File: config.mk
export PLATFORM = sky130hd
export DESIGN_NAME = fwd_engine
export DESIGN_NICKNAME = d
export VERILOG_FILES = /design/src/rtl/fwd_engine.sv
export SDC_FILE = /design/constraint.sdc
export NUM_CORES = 1
export LEC_CHECK = 0
export BUFFER_PORTS_ARGS = -buffer_cell sky130_fd_sc_hd__buf_2
export CAP_MARGIN = 25
export CORE_ASPECT_RATIO = 1.2
export CORE_UTILIZATION = 40
export DETAILED_ROUTE_END_ITERATION = 6
export PLACE_DENSITY = 0.62
export SLEW_MARGIN = 20
export SYNTH_ARGS = -nofsm -noshare
export SYNTH_HDL_FRONTEND = slang
export SYNTH_SLANG_ARGS = --single-unit
export TNS_END_PERCENT = 20
File: constraint.sdc
create_clock -name clk -period 2.9 [get_ports clk]
set_input_delay 0.145 -clock clk [delete_from_list [all_inputs] [get_ports clk]]
set_output_delay 0.145 -clock clk [all_outputs]
set_load 0.01 [all_outputs]
File: src/rtl/fwd_engine.sv
// -----------------------------------------------------------------------------
// fwd_engine
//   Forwarding decision stage. Takes one lookup request (destination key plus
//   one-hot ingress channel) from the ingress parser, reads the forwarding
//   table, strips the ingress channel from the entry's channel mask and hands
//   the decision to the egress scheduler over valid/ready. Keeps saturating
//   hit/miss counters.
//
// Optional feature (compile-time macro FWD_FLOOD_EN):
//   When defined, a miss (no egress channel left) floods to every channel
//   except the ingress one, with label 0. When undefined, a miss carries an
//   all-zero mask and the downstream drops the packet.
//
// Ports:
//   clk, rst_n           clock, asynchronous active-low reset
//   req_valid/req_ready  lookup request handshake
//   req_dst [7:0]        destination key (table address)
//   req_src [CH-1:0]     one-hot ingress channel
//   fwd_rden, fwd_addr   table read strobe/address
//   fwd_data             table entry {mask[CH-1:0], label[LBL_W-1:0]}, valid
//                        the cycle after fwd_rden
//   rsp_valid/rsp_ready  decision handshake
//   rsp_mask/label/miss  decision payload
//   cnt_clr              synchronous clear of both counters
//   hit_cnt, miss_cnt    saturating statistics counters
// -----------------------------------------------------------------------------
`ifndef CHANNEL_NUM
`define CHANNEL_NUM 4
`endif

module fwd_engine #(
    parameter int CH    = `CHANNEL_NUM,
    parameter int LBL_W = 12,
    parameter int CNT_W = 16
) (
    input  logic                  clk,
    input  logic                  rst_n,
    input  logic                  req_valid,
    output logic                  req_ready,
    input  logic [7:0]            req_dst,
    input  logic [CH-1:0]         req_src,
    output logic                  fwd_rden,
    output logic [7:0]            fwd_addr,
    input  logic [LBL_W+CH-1:0]   fwd_data,
    output logic                  rsp_valid,
    input  logic                  rsp_ready,
    output logic [CH-1:0]         rsp_mask,
    output logic [LBL_W-1:0]      rsp_label,
    output logic                  rsp_miss,
    input  logic                  cnt_clr,
    output logic [CNT_W-1:0]      hit_cnt,
    output logic [CNT_W-1:0]      miss_cnt
);

    typedef enum logic [1:0] {IDLE, RD, CAP, OUT} state_t;

    state_t             state_q;
    logic [7:0]         dst_q;
    logic [CH-1:0]      src_q;
    logic               req_ready_q;
    logic               fwd_rden_q;
    logic               rsp_valid_q;
    logic [CH-1:0]      rsp_mask_q;
    logic [LBL_W-1:0]   rsp_label_q;
    logic               rsp_miss_q;
    logic [CNT_W-1:0]   hit_cnt_q, hit_cnt_d;
    logic [CNT_W-1:0]   miss_cnt_q, miss_cnt_d;

    logic [CH-1:0]      m_d;
    logic [CH-1:0]      rsp_mask_d;
    logic [LBL_W-1:0]   rsp_label_d;
    logic               rsp_miss_d;
    logic               hs;

    // Counters stick at all-ones instead of wrapping.
    function automatic logic [CNT_W-1:0] sat_inc(input logic [CNT_W-1:0] v);
        return (&v) ? v : v + CNT_W'(1);
    endfunction

    // Decision computed from the table entry; only registered in CAP.
    always_comb begin
        m_d         = fwd_data[LBL_W+CH-1:LBL_W] & ~src_q;
        rsp_mask_d  = m_d;
        rsp_label_d = fwd_data[LBL_W-1:0];
        rsp_miss_d  = (m_d == '0);
`ifdef FWD_FLOOD_EN
        if (rsp_miss_d) begin
            rsp_mask_d  = ~src_q;
            rsp_label_d = '0;
        end
`endif
    end

    always_ff @(posedge clk or negedge rst_n) begin
        if (!rst_n) begin
            state_q     <= IDLE;
            dst_q       <= '0;
            src_q       <= '0;
            req_ready_q <= 1'b1;
            fwd_rden_q  <= 1'b0;
            rsp_valid_q <= 1'b0;
            rsp_mask_q  <= '0;
            rsp_label_q <= '0;
            rsp_miss_q  <= 1'b0;
        end else begin
            case (state_q)
                IDLE: begin
                    if (req_valid) begin
                        dst_q       <= req_dst;
                        src_q       <= req_src;
                        req_ready_q <= 1'b0;
                        fwd_rden_q  <= 1'b1;   // strobe lands in RD
                        state_q     <= RD;
                    end
                end
                RD: begin
                    fwd_rden_q <= 1'b0;
                    state_q    <= CAP;
                end
                CAP: begin
                    rsp_mask_q  <= rsp_mask_d;
                    rsp_label_q <= rsp_label_d;
                    rsp_miss_q  <= rsp_miss_d;
                    rsp_valid_q <= 1'b1;
                    state_q     <= OUT;
                end
                OUT: begin
                    if (rsp_ready) begin
                        rsp_valid_q <= 1'b0;
                        req_ready_q <= 1'b1;
                        state_q     <= IDLE;
                    end
                end
                default: state_q <= IDLE;
            endcase
        end
    end

    assign hs = rsp_valid_q & rsp_ready;

    // Clear has priority over a coincident handshake.
    always_comb begin
        hit_cnt_d  = hit_cnt_q;
        miss_cnt_d = miss_cnt_q;
        if (cnt_clr) begin
            hit_cnt_d  = '0;
            miss_cnt_d = '0;
        end else if (hs) begin
            if (rsp_miss_q) miss_cnt_d = sat_inc(miss_cnt_q);
            else            hit_cnt_d  = sat_inc(hit_cnt_q);
        end
    end

    always_ff @(posedge clk or negedge rst_n) begin
        if (!rst_n) begin
            hit_cnt_q  <= '0;
            miss_cnt_q <= '0;
        end else begin
            hit_cnt_q  <= hit_cnt_d;
            miss_cnt_q <= miss_cnt_d;
        end
    end

    // fwd_addr is the latched key, so it holds between reads.
    assign req_ready = req_ready_q;
    assign fwd_rden  = fwd_rden_q;
    assign fwd_addr  = dst_q;
    assign rsp_valid = rsp_valid_q;
    assign rsp_mask  = rsp_mask_q;
    assign rsp_label = rsp_label_q;
    assign rsp_miss  = rsp_miss_q;
    assign hit_cnt   = hit_cnt_q;
    assign miss_cnt  = miss_cnt_q;

endmodule
# After elaboration in Yosys (flattened, before gate mapping)
# Cells that the tools add are included.
# Widths: inputs -> output; s select.
[totals] regBits=66 input_bits=33 wordCells=58 output_inout_bits=60
[classes] mux=18 eq_ne=8 n_addsub=2 bitwise_logic=3 n_reduce_logical=16
[op_table] cell="$mux 16" n=8
[op_table] cell="$add 16x1->16 const B" n=2
[op_table] cell="$reduce_and 16->1" n=2
[op_table] cell="$ne 2x2->1 const B" n=5
[op_table] cell="$reduce_bool 2->1" n=5
[op_table] cell="$reduce_and 3->1" n=3
[op_table] cell="$pmux 2 s4" n=1
[op_table] cell="$reduce_and 2->1" n=4
[op_table] cell="$pmux 1 s2" n=3
[op_table] cell="$and 4x4->4" n=1
[op_table] cell="$eq 2x2->1 const B" n=2
[op_table] cell="$logic_not 4->1" n=1
[op_table] cell="$mux 1" n=4
[op_table] cell="$mux 2" n=2
[op_table] cell="$not 4->4" n=1
[op_table] cell="$eq 2x1->1 const B" n=1
[op_table] cell="$logic_not 2->1" n=1
[op_table] cell="$and 1x1->1" n=1

# Logic depth before layout (Yosys ltp)
[depth] ltp_word=5 mapped_depth=6 mapped_depth_nobuf=6

# Least setup slack after synthesis
# OpenSTA, ideal clock, no wires.
[synth_path] path_kind="register to register" from="reg hit_cnt_q[0], in the netlist hit_cnt[0]" to="reg hit_cnt_q[12], in the netlist hit_cnt[12]" setup_time_ps=78 period_less_slack_ps=1989 t_required_ps=2822 stages_incl_launch_ff=7 arrival_time_ps=1911 slack_ps=911 path_buffers=1 cell_sequence="dfrtp_1 ha_1 nand4b_1 or3_1 clkbuf_2 or4_1 a21oi_1"
[synth_between] elab_chain_len=5 elab_cells_between_ends=8 cone_classes="add/sub: 1; eq/ne: 1; mux: 4; reduce/logical: 2"
[synth_lines] element="from (decl)" line="66" rtl="logic [CNT_W-1:0] hit_cnt_q, hit_cnt_d;"
[synth_lines] element="from (signal assigned)" line="159" rtl="hit_cnt_q <= hit_cnt_d;"
[synth_lines] element="$add 16x1->16" line="77" rtl="return (&v) ? v : v + CNT_W'(1);"
[synth_lines] element="$mux 16" line="77"
[synth_lines] element="$mux 16" line="149" rtl="if (rsp_miss_q) miss_cnt_d = sat_inc(miss_cnt_q);"
[synth_lines] element="$mux 16" line="148" rtl="end else if (hs) begin"
[synth_lines] element="$mux 16" line="145" rtl="if (cnt_clr) begin"
# Several ways; a longest one is shown, not always the timed one. The select of a mux whose other input is x is not followed.
# A chain may end at the register's enable or synchronous reset.

# Final worst setup path
# Ends and elaborated chain as after synthesis.

==> summary.md <==
| Metric | Value |
|---|---|
| Period utilization | 71.8% |
| Hold_buf cts | 0 |
| Top cell type's share of synthesized area | 50.1% |
| Post-synth EDFFs | 0 |
| Core Rows | 35 |
| Seq/Total Area, Yosys | 50.9% |
| Clock buffer depth | 2 |
| Buf/Inv on CP | 0 |
| # DRC | 16 |
| Gr ovfl total | 0 |
| Syn avg cell area | 10.9 um2 |
| Reg-to-reg endpoint | hit_cnt[12] |
| Top cells by area, synth | dfrtp_1 50%, mux2_2 12%, or4_1 2.8% |
| Syn nets | 337 |
| Worst path slowest cell | or4_1 |
| Endpoint class of the critical path | register |
| Slew @ Worst Pin | 0.825 ns |
| Clock Tree Root | clkbuf_8 |
| Pre-antenna DRT Iters | 6 |
| Clock Latency Late Sink | 0.34 ns |
| Dominant cell type by area after synthesis | dfrtp_1 |
| Die width | 84.2 um |
| F_max | 480 MHz |
| Static Leakage | 0.00185 uW |
| Fin nets | 431 |
| Setup-failing EPs final | 0 |
| CP Depth | 5 |
| CP Class | reg2reg |
| Layout area overhead | 24.3% |
| Kind of cell adding the most delay to the critical path | simple AND/OR/NAND/NOR gates |
| Largest net degree at the start of global routing | 67 |
| Worst-path cell chain | ha_1 > nand4b_1 > or3_1 > or4_1 > a21oi_1 |
| Top_reg_cell synth | dfrtp_1 |
| Max cap viols | 0 |
| Vias in the first global route | 2615 |
| Post-Syn Instances | 297 |
| Fin Hold WS | -0.0145 ns |
| Tot Pwr | 3190 uW |
| Placed Instances | 472 |
| Worst min-delay path class | in2async |
| Via Count | 2692 |
| DP HPWL | 5.10 mm |
| DR WL/cell | 14.7 um |
| Status | finished, violations left |
| Commonest non-fill, non-tap cells in the layout | 92 x buf_2, 65 x dfrtp_1, 36 x mux2_2, 23 x nand2_1 |
| Setup slack at placement | 0.832 ns |
| R2r setup slk | 0.82 ns |
| Drt total wl | 7.17 mm |
| Cell Area, Synth | 0.00325 mm2 |
| Final setup TNS | 0 ns |
| Starting Density | 41.9% |
| Finished Cell Area | 0.00404 mm2 |
| Final setup margin | 0.817 ns |
| RSZ-0062 raised after global routing | no |
| Final ANT Viol Nets | 0 |
| Post-placement cell area | 0.00379 mm2 |
| # clock sinks | 66 |
| GP Congestion | 0.788 |
| Synth unique cells | 45 |
| Total CTS buffers | 9 |
| Async SR Flop Fraction | 100% |
| Initial antenna violation count | 0 |
| Core box area | 0.00775 mm2 |
| First-pass GRT wire length | 12.2 mm |
| Htree depth | 3 |
| Kind of start point of the critical path | register |
| Fin cells | 488 |
| Share of layout cells above drive strength 1 | 38.6% |
| Ports | 93 |
| Tmin final | 2.08 ns |
| IO Port Bufs | 92 |
| Synth warn | 0 |
| Antenna Cells | 0 |
| Worst vdd ir | 0.546 mV |
| Final Hold Viols | 18 |
| GR Util All Layers | 18.0% |
| Worst reg2reg path depth | 5 |
| Clock transition at the registers of the reported paths | 0.08 ns |
| Die Ht | 101 um |
| Setup bufs post-CTS | 0 |
| Largest stage delay, worst path | 0.49 ns |
| CTS tree | yes |
| Worst reg2reg path startpoint | hit_cnt[0] |
| CP endpoint | hit_cnt[12] |
| Crit Path Max Fanout | 8 |
| Initial DRC count | 185 |
| Failing checks | DRC, hold timing |
| Worst Setup SP | hit_cnt[0] |
| FF+latch count, synth | 66 |
| CP Data Required Time | 3.15 ns |
| Die area | 0.00848 mm2 |
| Fin Clk Skew | 0.00734 ns |
| Vias/cell | 5.52 |
| PwrDens | 790 mW/mm2 |
| Max-slew violations | 0 |
| Post-CTS Resized | 0 |
| CP arrival | 2.34 ns |
| Most common cell after layout, fill and taps aside | buf_2 |
| Slew headroom | 45.0% |
cell families (layout without fill, tap and decap cells):
kind of cell             after synthesis  after routing  share of synthesized area [%]
AO/OA/AOI/OAI                         53             53                           11.1
adder cells (fa/ha/maj)                7              7                           2.70
buffers and inverters                 21            120                           2.50
flip-flops                            66             66                           50.9
multiplexers                          40             40                           13.7
AND/OR/NAND/NOR                      110            110                           19.1
flip-flops by register name, summed over array words and instances, names as in the netlist:
register	count
fwd_addr	8
fwd_rden	1
hit_cnt	16
miss_cnt	16
req_ready	1
rsp_label	12
rsp_mask	4
rsp_miss	1
rsp_valid	1
src_q	4
state_q	2
synthesized netlist by cell type, types with 3 or more instances:
master and n:
or2_2 3, or3_1 3, nand2_1 23, o21ai_0 6, clkbuf_1 6, o311ai_0 5
a21oi_1 17, dfrtp_1 65, o41ai_1 6, nor2_1 17, nor3_1 5, buf_1 3
o31ai_1 8, ha_1 7, nand4_1 6, mux2_2 36, nand3_1 10, nor4_1 6
mux2i_1 4, inv_1 10, nor2b_1 11, or4_1 12
per-stage QoR:
stage          util [%]  hold slack (ns)
6_report           52.1          -0.0145
3_5_place_dp       48.9            0.381
4_1_cts            52.1           0.0154
3_3_place_gp       48.9            0.376
5_1_grt            52.1           0.0222
2_1_floorplan         -           -0.151
final cells by class:
| cell class | count | area, um2 |
|---|---|---|
| fillers | 691 | 3710 |
| flip-flops and latches | 66 | 1650 |
| multi-input cells | 210 | 1510 |
| repair buffers | 94 | 475 |
| clock buffers | 10 | 128 |
| clock inverters | 6 | 115 |
| well taps | 92 | 115 |
| inverters | 10 | 37.5 |
where the power goes:
| part | internal, uW | switching (uW) |
|---|---|---|
| Sequential | 1180 | 140 |
| Combinational | 487 | 450 |
| Clock | 574 | 361 |
| Total | 2240 | 951 |
how the worst min path moves through the flow:
stage                 from           end
6_report             rst_n   hit_cnt[13]
5_1_grt         req_dst[3]   fwd_addr[3]
4_1_cts              rst_n   hit_cnt[13]
3_5_place_dp    req_dst[7]   fwd_addr[7]
2_1_floorplan        rst_n   fwd_addr[0]
3_3_place_gp   fwd_data[1]  rsp_label[1]
per-layer routing:
metal  wire (um)  track usage, %  up-vias
met3         606            6.63        8
met2        3290            28.9       87
met5           0               0        -
met4          74            5.44        0
li1            -               -     1315
met1        3200            22.9     1282
Note: power is estimated with default switching activity, not from simulation.
